==> src/rtl/fetch_stage_pkg.sv <==
// rtl/fetch_stage_pkg.sv - constants and types shared by fetch, decode and execute
package fetch_stage_pkg;

  localparam logic [31:0] RESET_PC   = 32'h0;
  localparam int unsigned PC_STEP    = 2;
  localparam int unsigned IMEM_DEPTH = 15;
  localparam int unsigned CNT_W      = 16;

  localparam logic [5:0] OP_ADD = 6'b000010;
  localparam logic [5:0] OP_BEQ = 6'b001011;
  localparam logic [5:0] OP_BNE = 6'b001100;
  localparam logic [5:0] OP_J   = 6'b001101;

  typedef enum logic {
    RUN  = 1'b0,
    HALT = 1'b1
  } fetch_state_e;

endpackage

==> src/rtl/fetch_stage_if_id_reg.sv <==
// rtl/fetch_stage_if_id_reg.sv - IF/ID pipeline register with load/flush/hold
module fetch_stage_if_id_reg (
  input  logic        clk,
  input  logic        reset,
  input  logic        load,
  input  logic        flush,
  input  logic [31:0] load_instr,
  input  logic [31:0] load_pc,
  output logic        valid,
  output logic [31:0] instr,
  output logic [31:0] pc
);

  // Flush only drops valid; data and pc keep their last values.
  always_ff @(posedge clk) begin
    if (reset) begin
      valid <= 1'b0;
      instr <= 32'h0;
      pc    <= 32'h0;
    end else if (load) begin
      valid <= 1'b1;
      instr <= load_instr;
      pc    <= load_pc;
    end else if (flush) begin
      valid <= 1'b0;
    end
  end

endmodule

==> src/rtl/fetch_stage.sv <==
// rtl/fetch_stage.sv - instruction fetch: PC ownership, redirect, range/alignment halt
module fetch_stage #(
  parameter logic [31:0] RESET_PC   = fetch_stage_pkg::RESET_PC,
  parameter int unsigned PC_STEP    = fetch_stage_pkg::PC_STEP,
  parameter int unsigned IMEM_DEPTH = fetch_stage_pkg::IMEM_DEPTH,
  parameter int unsigned CNT_W      = fetch_stage_pkg::CNT_W
) (
  input  logic             clk,
  input  logic             reset,
  output logic [31:0]      imem_addr,
  input  logic [31:0]      imem_data,
  input  logic             redirect_valid,
  input  logic [31:0]      redirect_target,
  output logic             if_valid,
  input  logic             if_ready,
  output logic [31:0]      if_instr,
  output logic [31:0]      if_pc,
  output logic             fetch_fault,
  output logic [CNT_W-1:0] fetch_count
);

  import fetch_stage_pkg::*;

  localparam logic [31:0] PC_MAX = 32'(2 * IMEM_DEPTH - 2);

  fetch_state_e state, state_n;
  logic [31:0]  pc, pc_n;
  logic         fault_n;
  logic         adv;
  logic         load;
  logic         flush;
  logic         consume;

  assign imem_addr = pc;
  assign consume   = if_valid && if_ready;

  always_ff @(posedge clk) begin
    if (reset) begin
      state       <= RUN;
      pc          <= RESET_PC;
      fetch_fault <= 1'b0;
      fetch_count <= '0;
    end else begin
      state       <= state_n;
      pc          <= pc_n;
      fetch_fault <= fault_n;
      if (consume && (fetch_count != {CNT_W{1'b1}}))
        fetch_count <= fetch_count + CNT_W'(1);
    end
  end

  always_comb begin
    state_n = state;
    pc_n    = pc;
    fault_n = fetch_fault;
    load    = 1'b0;
    adv     = (state == RUN) && (!if_valid || if_ready);
    if (redirect_valid) begin
      pc_n = redirect_target;
      if (redirect_target[0]) begin
        state_n = HALT;
        fault_n = 1'b1;
      end else if ((state == HALT) && (redirect_target > PC_MAX)) begin
        // A halted fetch only restarts on a target it can actually fetch.
        state_n = HALT;
      end else begin
        state_n = RUN;
      end
    end else if (adv) begin
      if (pc <= PC_MAX) begin
        load = 1'b1;
        pc_n = pc + 32'(PC_STEP);
      end else begin
        state_n = HALT;
        fault_n = 1'b1;
      end
    end
    flush = redirect_valid || (consume && !load);
  end

  fetch_stage_if_id_reg u_if_id_reg (
    .clk        (clk),
    .reset      (reset),
    .load       (load),
    .flush      (flush),
    .load_instr (imem_data),
    .load_pc    (pc),
    .valid      (if_valid),
    .instr      (if_instr),
    .pc         (if_pc)
  );

endmodule

==> config.mk <==
export PLATFORM = sky130hd
export DESIGN_NAME = fetch_stage
export DESIGN_NICKNAME = d
export VERILOG_FILES = /design/src/rtl/fetch_stage_pkg.sv /design/src/rtl/fetch_stage_if_id_reg.sv /design/src/rtl/fetch_stage.sv
export SDC_FILE = /design/constraint.sdc
export NUM_CORES = 1
export LEC_CHECK = 0
export CAP_MARGIN = 20
export CORE_ASPECT_RATIO = 1.2
export CORE_MARGIN = 4
export CORE_UTILIZATION = 42
export DETAILED_ROUTE_END_ITERATION = 12
export GPL_TIMING_DRIVEN = 0
export PLACE_DENSITY = 0.8
export REMOVE_ABC_BUFFERS = 1
export SLEW_MARGIN = 5
export SYNTH_ARGS = -nofsm -noshare
export SYNTH_HDL_FRONTEND = slang
export SYNTH_SLANG_ARGS = --single-unit
==> constraint.sdc <==
create_clock -name clk -period 2.05 [get_ports clk]
set_input_delay 0.615 -clock clk [delete_from_list [all_inputs] [get_ports clk]]
set_output_delay 0.615 -clock clk [all_outputs]
set_load 0.005 [all_outputs]
---- Word level (Yosys, flattened, before mapping) ----
Cells that the tools add are included.
word-level totals
  register bits after elaboration ......... 115
  output and inout port bits .............. 114
  word-level logic and storage cells ...... 45
operators by class
  add/sub/neg operators ................... 2
  order comparisons ....................... 2
  equality and inequality tests ........... 3
  muxes and demuxes ....................... 15
  bitwise logic cells ..................... 1
  reductions and logical operators ........ 15
operators with widths
  cell                                                                                number
  32-bit two-way mux                                                                  3
  32-bit by 2-bit adder with 32-bit output (second input constant)                    1
  32-bit by 5-bit greater-than comparator with 1-bit output (second input constant)   1
  32-bit by 5-bit less-or-equal comparator with 1-bit output (second input constant)  1
  16-bit by 1-bit adder with 16-bit output (second input constant)                    1
  16-bit != test (second input constant)                                              1
  1-bit two-way mux                                                                   12
  2-bit nonzero test                                                                  3
  1-bit logical AND                                                                   5
  2-bit AND reduction                                                                 2
  3-bit AND reduction                                                                 1
  1-bit logical NOT                                                                   2
  1-bit logical OR                                                                    2
  2-bit by 1-bit != test with 1-bit output (second input constant)                    1
  2-bit != test (second input constant)                                               1
  1-bit inverter                                                                      1

---- Depth between registers and ports, before layout ----
  depth in word-level cells ............... 10
  depth in mapped cells ................... 7
  gate-level depth less buffers ........... 6

---- Cells and area by module ----
Synthesis repeated with hierarchy kept, for this count alone.
unflattened totals
  cells, all modules ...................... 455
  area, all modules ....................... 4589.4 um2
by module, submodules not included
  module                 instances  cells each  area an instance (um2)  seq. area each (um2)
  fetch_stage_if_id_reg  1          210         2344.7                  1301.2
  fetch_stage            1          245         2244.7                  1001.0

---- Worst setup path after synthesis ----
OpenSTA, ideal clock, no wires.
  path kind ............................... input -> register
  start point ............................. input port if_ready
  end point ............................... register pc[10], in the netlist imem_addr[10]
  library setup time ...................... 0.060 ns
  arrival ................................. 1.635 ns
  setup slack ............................. 0.356 ns
  stages .................................. 7
  buffers on the path ..................... 2
  path through ............................ nor2b_2 > nor2_1 > and4_1 > buf_4 > nor3_4 > buf_6 > a22o_1
between the ends
  word-level cells in the longest chain between the ends .. 4
ends and longest elaborated chain
  element                               line               source
  start, declared                       fetch_stage.sv:15  input logic if_ready,
  1-bit logical OR                      fetch_stage.sv:57  adv = (state == RUN) && (!if_valid || if_ready);
  1-bit logical AND                     fetch_stage.sv:57
  2-bit nonzero test (no source line)   -
  2-bit AND reduction (no source line)  -
  end signal, assigned                  fetch_stage.sv:45  pc <= pc_n;
  end, declared                         fetch_stage.sv:27  logic [31:0] pc, pc_n;
Every way passes these cells.
A chain may end at the register's enable or synchronous reset.

---- Worst setup path after layout ----
  start point ............................. register u_if_id_reg.valid
  end point ............................... output port if_valid
RTL lines
  element                 line                         source
  start, declared         fetch_stage_if_id_reg.sv:9   output logic valid,
  start signal, assigned  fetch_stage_if_id_reg.sv:17  valid <= 1'b0;
  start signal, assigned  fetch_stage_if_id_reg.sv:21  valid <= 1'b1;
  start signal, assigned  fetch_stage_if_id_reg.sv:25  valid <= 1'b0;
  end, declared           fetch_stage.sv:14            output logic if_valid,
No word-level cell between the ends.

==> flow_metrics.py <==
metrics = {
    "power": {
        "p_sw_share_pct": 20.5,
        "ir_drop_uv": 646,
        "power.switching_w": 0.00122,
        "p_comb_share_pct": 6.6,
        "powerDensity_mw_per_mm2": 873,
        "leakagePower_nw": 2.44,
        "pwr-share-seq_pct": 39.3,
        "finalPower_w": 0.00593,
        "internal_power_w": 0.00471,
        "pwr-share-clk_pct": 54.1,
    },
    "clocking": {
        "cts-htree-levels": 4,
        "cts-root-buf": "clkbuf_16",
        "cts_hold_buf": 0,
        "cts_sinks": 115,
        "cts_tree": "yes",
        "cts_buffer_depth": 2,
        "clk_pin_slew_ps": 50,
        "cts_buffers": 17,
        "worstSkewPairLatency_ps": 400,
    },
    "run_status": {
        "outcome": "finished clean",
    },
    "sta": {
        "min_period_ps": 2000,
        "fin_ws_ps": 54.2,
        "setup_viol": 0,
        "clock_skew_ps": 5.61,
        "fmax_ghz": 0.501,
        "min_period_over_period_pct": 97.4,
        "slew_headroom_pct": 57.2,
        "slew_violations": 0,
        "tightest_slew_ps": 641,
        "hold_viol_final": 0,
    },
    "flow_run": {
        "maxCapViolCount": 0,
    },
    "floorplan": {
        "fp.dieW_um": 98.5,
        "die_area_mm2": 0.0115,
        "ios": 182,
        "row_count": 39,
        "start_util_pct": 43.2,
        "placeableCoreArea_mm2": 0.00956,
        "die_y_um": 117,
    },
    "placed_design": {
        "gp_congestion": 0.799,
        "numPortBuffers": 181,
        "post_dp_cell_area_mm2": 0.00603,
        "dp_hpwl_um": 8620,
        "dpl_worst_slack_ps": -1110,
    },
    "drt": {
        "routed_wl_um": 12200,
        "wl_per_cell_um": 16.2,
        "drc": 0,
        "drt_iter0_markers": 142,
        "detail-route-antenna-nets": 0,
        "vias": 3927,
        "avgViaCountPerCell": 5.19,
        "first_pass_iters": 4,
    },
    "synthesis": {
        "ys_async_sr_fraction_pct": 0,
        "ys_seq_area_share_pct": 55.7,
        "synth_cell_types": 39,
        "syn_avg_cell_area_um2": 9.52,
        "syn_area_mm2": 0.00413,
        "ys_seq_elements": 115,
        "synth_warnings": 0,
        "ys.flop_type": "dfxtp_1",
        "synth_cells": 434,
        "synth-edff-count": 0,
    },
    "min_path": {
        "hold_path.class": "reg2reg",
        "hold_end": "u_if_id_reg.instr[8]",
        "hold-path-cell-count": 2,
        "min_from": "u_if_id_reg.instr[8]",
    },
    "cells_and_area": {
        "final_nets": 690,
        "insertedDiodeCount": 0,
        "nFillCells": 720,
        "multiInputGateArea_mm2": 0.00174,
        "seqCellArea_mm2": 0.00231,
        "drive_gt1_share_pct": 8.53,
        "area.growth.synth_to_final_pct": 64.3,
        "final_area_mm2": 0.00679,
    },
    "grt": {
        "grt_max_degree": 44,
        "grt_use_total_pct": 20.9,
        "grt_first_pass_wirelength_um": 19200,
        "overflow": 0,
        "antenna_found_initial": 0,
        "grt_pass1_vias": 3865,
    },
    "setup_path": {
        "startpoint_type": "register",
        "crit_type": "reg2out",
        "regToRegSetupSlack_ps": 80,
        "worstPathArrival_ps": 1380,
        "r2r-end": "imem_addr[30]",
        "critical_path.max_fanout": 6,
        "crit_chain": "clkdlybuf4s50_1",
        "crit_buf_inv": 1,
        "rr_startpoint": "imem_addr[29]",
        "crit_slowest_cell": "clkdlybuf4s50_1",
        "worstPathRequired_ps": 1430,
        "crit_path_end_kind": "primary output",
        "rr_worst_depth": 6,
        "slowest_delay_ps": 540,
        "cp_top_family": "buffers and inverters",
    },
}
[area by class of cell]
cell class	count	area share, %
repair buffers	188	28.4
well taps	123	2.27
inverters	3	0.166
flip-flops and latches	115	34.0
multi-input cells	295	25.6
clock inverters	13	3.06
clock buffers	19	6.53
[placed cells by master, fill, tap and decap left out, drive strengths merged, types with 7 or more instances in the layout]
master,Yosys,layout
and4,7,7
clkinvlp,0,7
nand4,9,9
dfxtp,115,115
clkbuf,13,20
xor2,8,8
and2,29,29
buf,9,8
nand2,79,79
nand3,7,7
nor4,12,12
a22o,24,24
a21oi,42,42
clkdlybuf4s50,0,179
nor2,27,27
nor3,11,12
[through the flow]
step,util (%),hold WS [ps],instances,setup TNS (ps)
finish,71.0,455,756,0
global route,71.0,465,756,-1.96
CTS,70.7,455,755,0
detailed placement,63.1,443,719,-86500
global placement,62.5,441,716,-196080
floorplan,-,447,412,-9200
[power by group through the flow]
stage / registers, W / clock network, W / logic, W
after floorplan: 0.00237 / 0 / 0.0000889
after global placement: 0.00237 / 0 / 0.000360
after detailed placement: 0.00237 / 0 / 0.000369
after CTS: 0.00233 / 0.00326 / 0.000386
after global routing: 0.00233 / 0.00336 / 0.000419
final: 0.00233 / 0.00321 / 0.000390
[Yosys cell counts, types with 3 or more instances]
library cell / instances / area [um2]
nand3_1: 7 / 35.0
and2_1: 29 / 181
clkbuf_1: 13 / 48.8
dfxtp_1: 115 / 2300
nand2_1: 79 / 297
nor2_1: 26 / 97.6
o211ai_1: 3 / 22.5
buf_6: 4 / 45.0
mux2i_1: 5 / 50.1
and3_1: 3 / 18.8
inv_1: 3 / 11.3
a21oi_1: 42 / 210
nor3_1: 10 / 50.1
xor2_1: 8 / 70.1
xnor2_1: 6 / 52.6
nand4_1: 9 / 56.3
nor4_1: 12 / 75.1
a22o_1: 24 / 210
and4_1: 7 / 61.3
[routing by layer]
layer	track usage [%]	routed length, um
met2	36.6	6250
met3	7.41	979
met1	22.8	4740
met5	0	0
met4	9.20	245
[sequential cells by signal (all words and copies together) (netlist names)]
register,flops
state,1
imem_addr,32
u_if_id_reg.instr,32
fetch_count,16
u_if_id_reg.valid,1
fetch_fault,1
u_if_id_reg.pc,32
[kinds of logic after synthesis]
group	after synthesis	synth area share [%]
compound gates	82	13.3
xor+xnor	14	2.97
fa+ha+maj	2	0.606
buf+inv	25	3.21
flops	115	55.7
mux	5	1.21
simple gates	191	23.0
[worst max-delay path by stage]
stage | from | endpoint | slack, ps | cells after the start
after global placement | reset | imem_addr[11] | -2410 | 3
after detailed placement | redirect_valid | u_if_id_reg.pc[31] | -1110 | 5
final | u_if_id_reg.valid | if_valid | 50 | 1
after CTS | fetch_count[10] | fetch_count[10] | 1 | 1
after global routing | if_ready | u_if_id_reg.pc[31] | -1 | 6
after floorplan | if_ready | u_if_id_reg.pc[10] | -240 | 5
[timing repair]
item,CTS,global route
gates resized for setup,11,5
hold endpoints to repair,0,0
setup buffers,3,1
cloned,1,0
endpoints found under the setup margin,92,80
pin swaps,3,1
No activity file was read; power rests on OpenSTA's default activity.
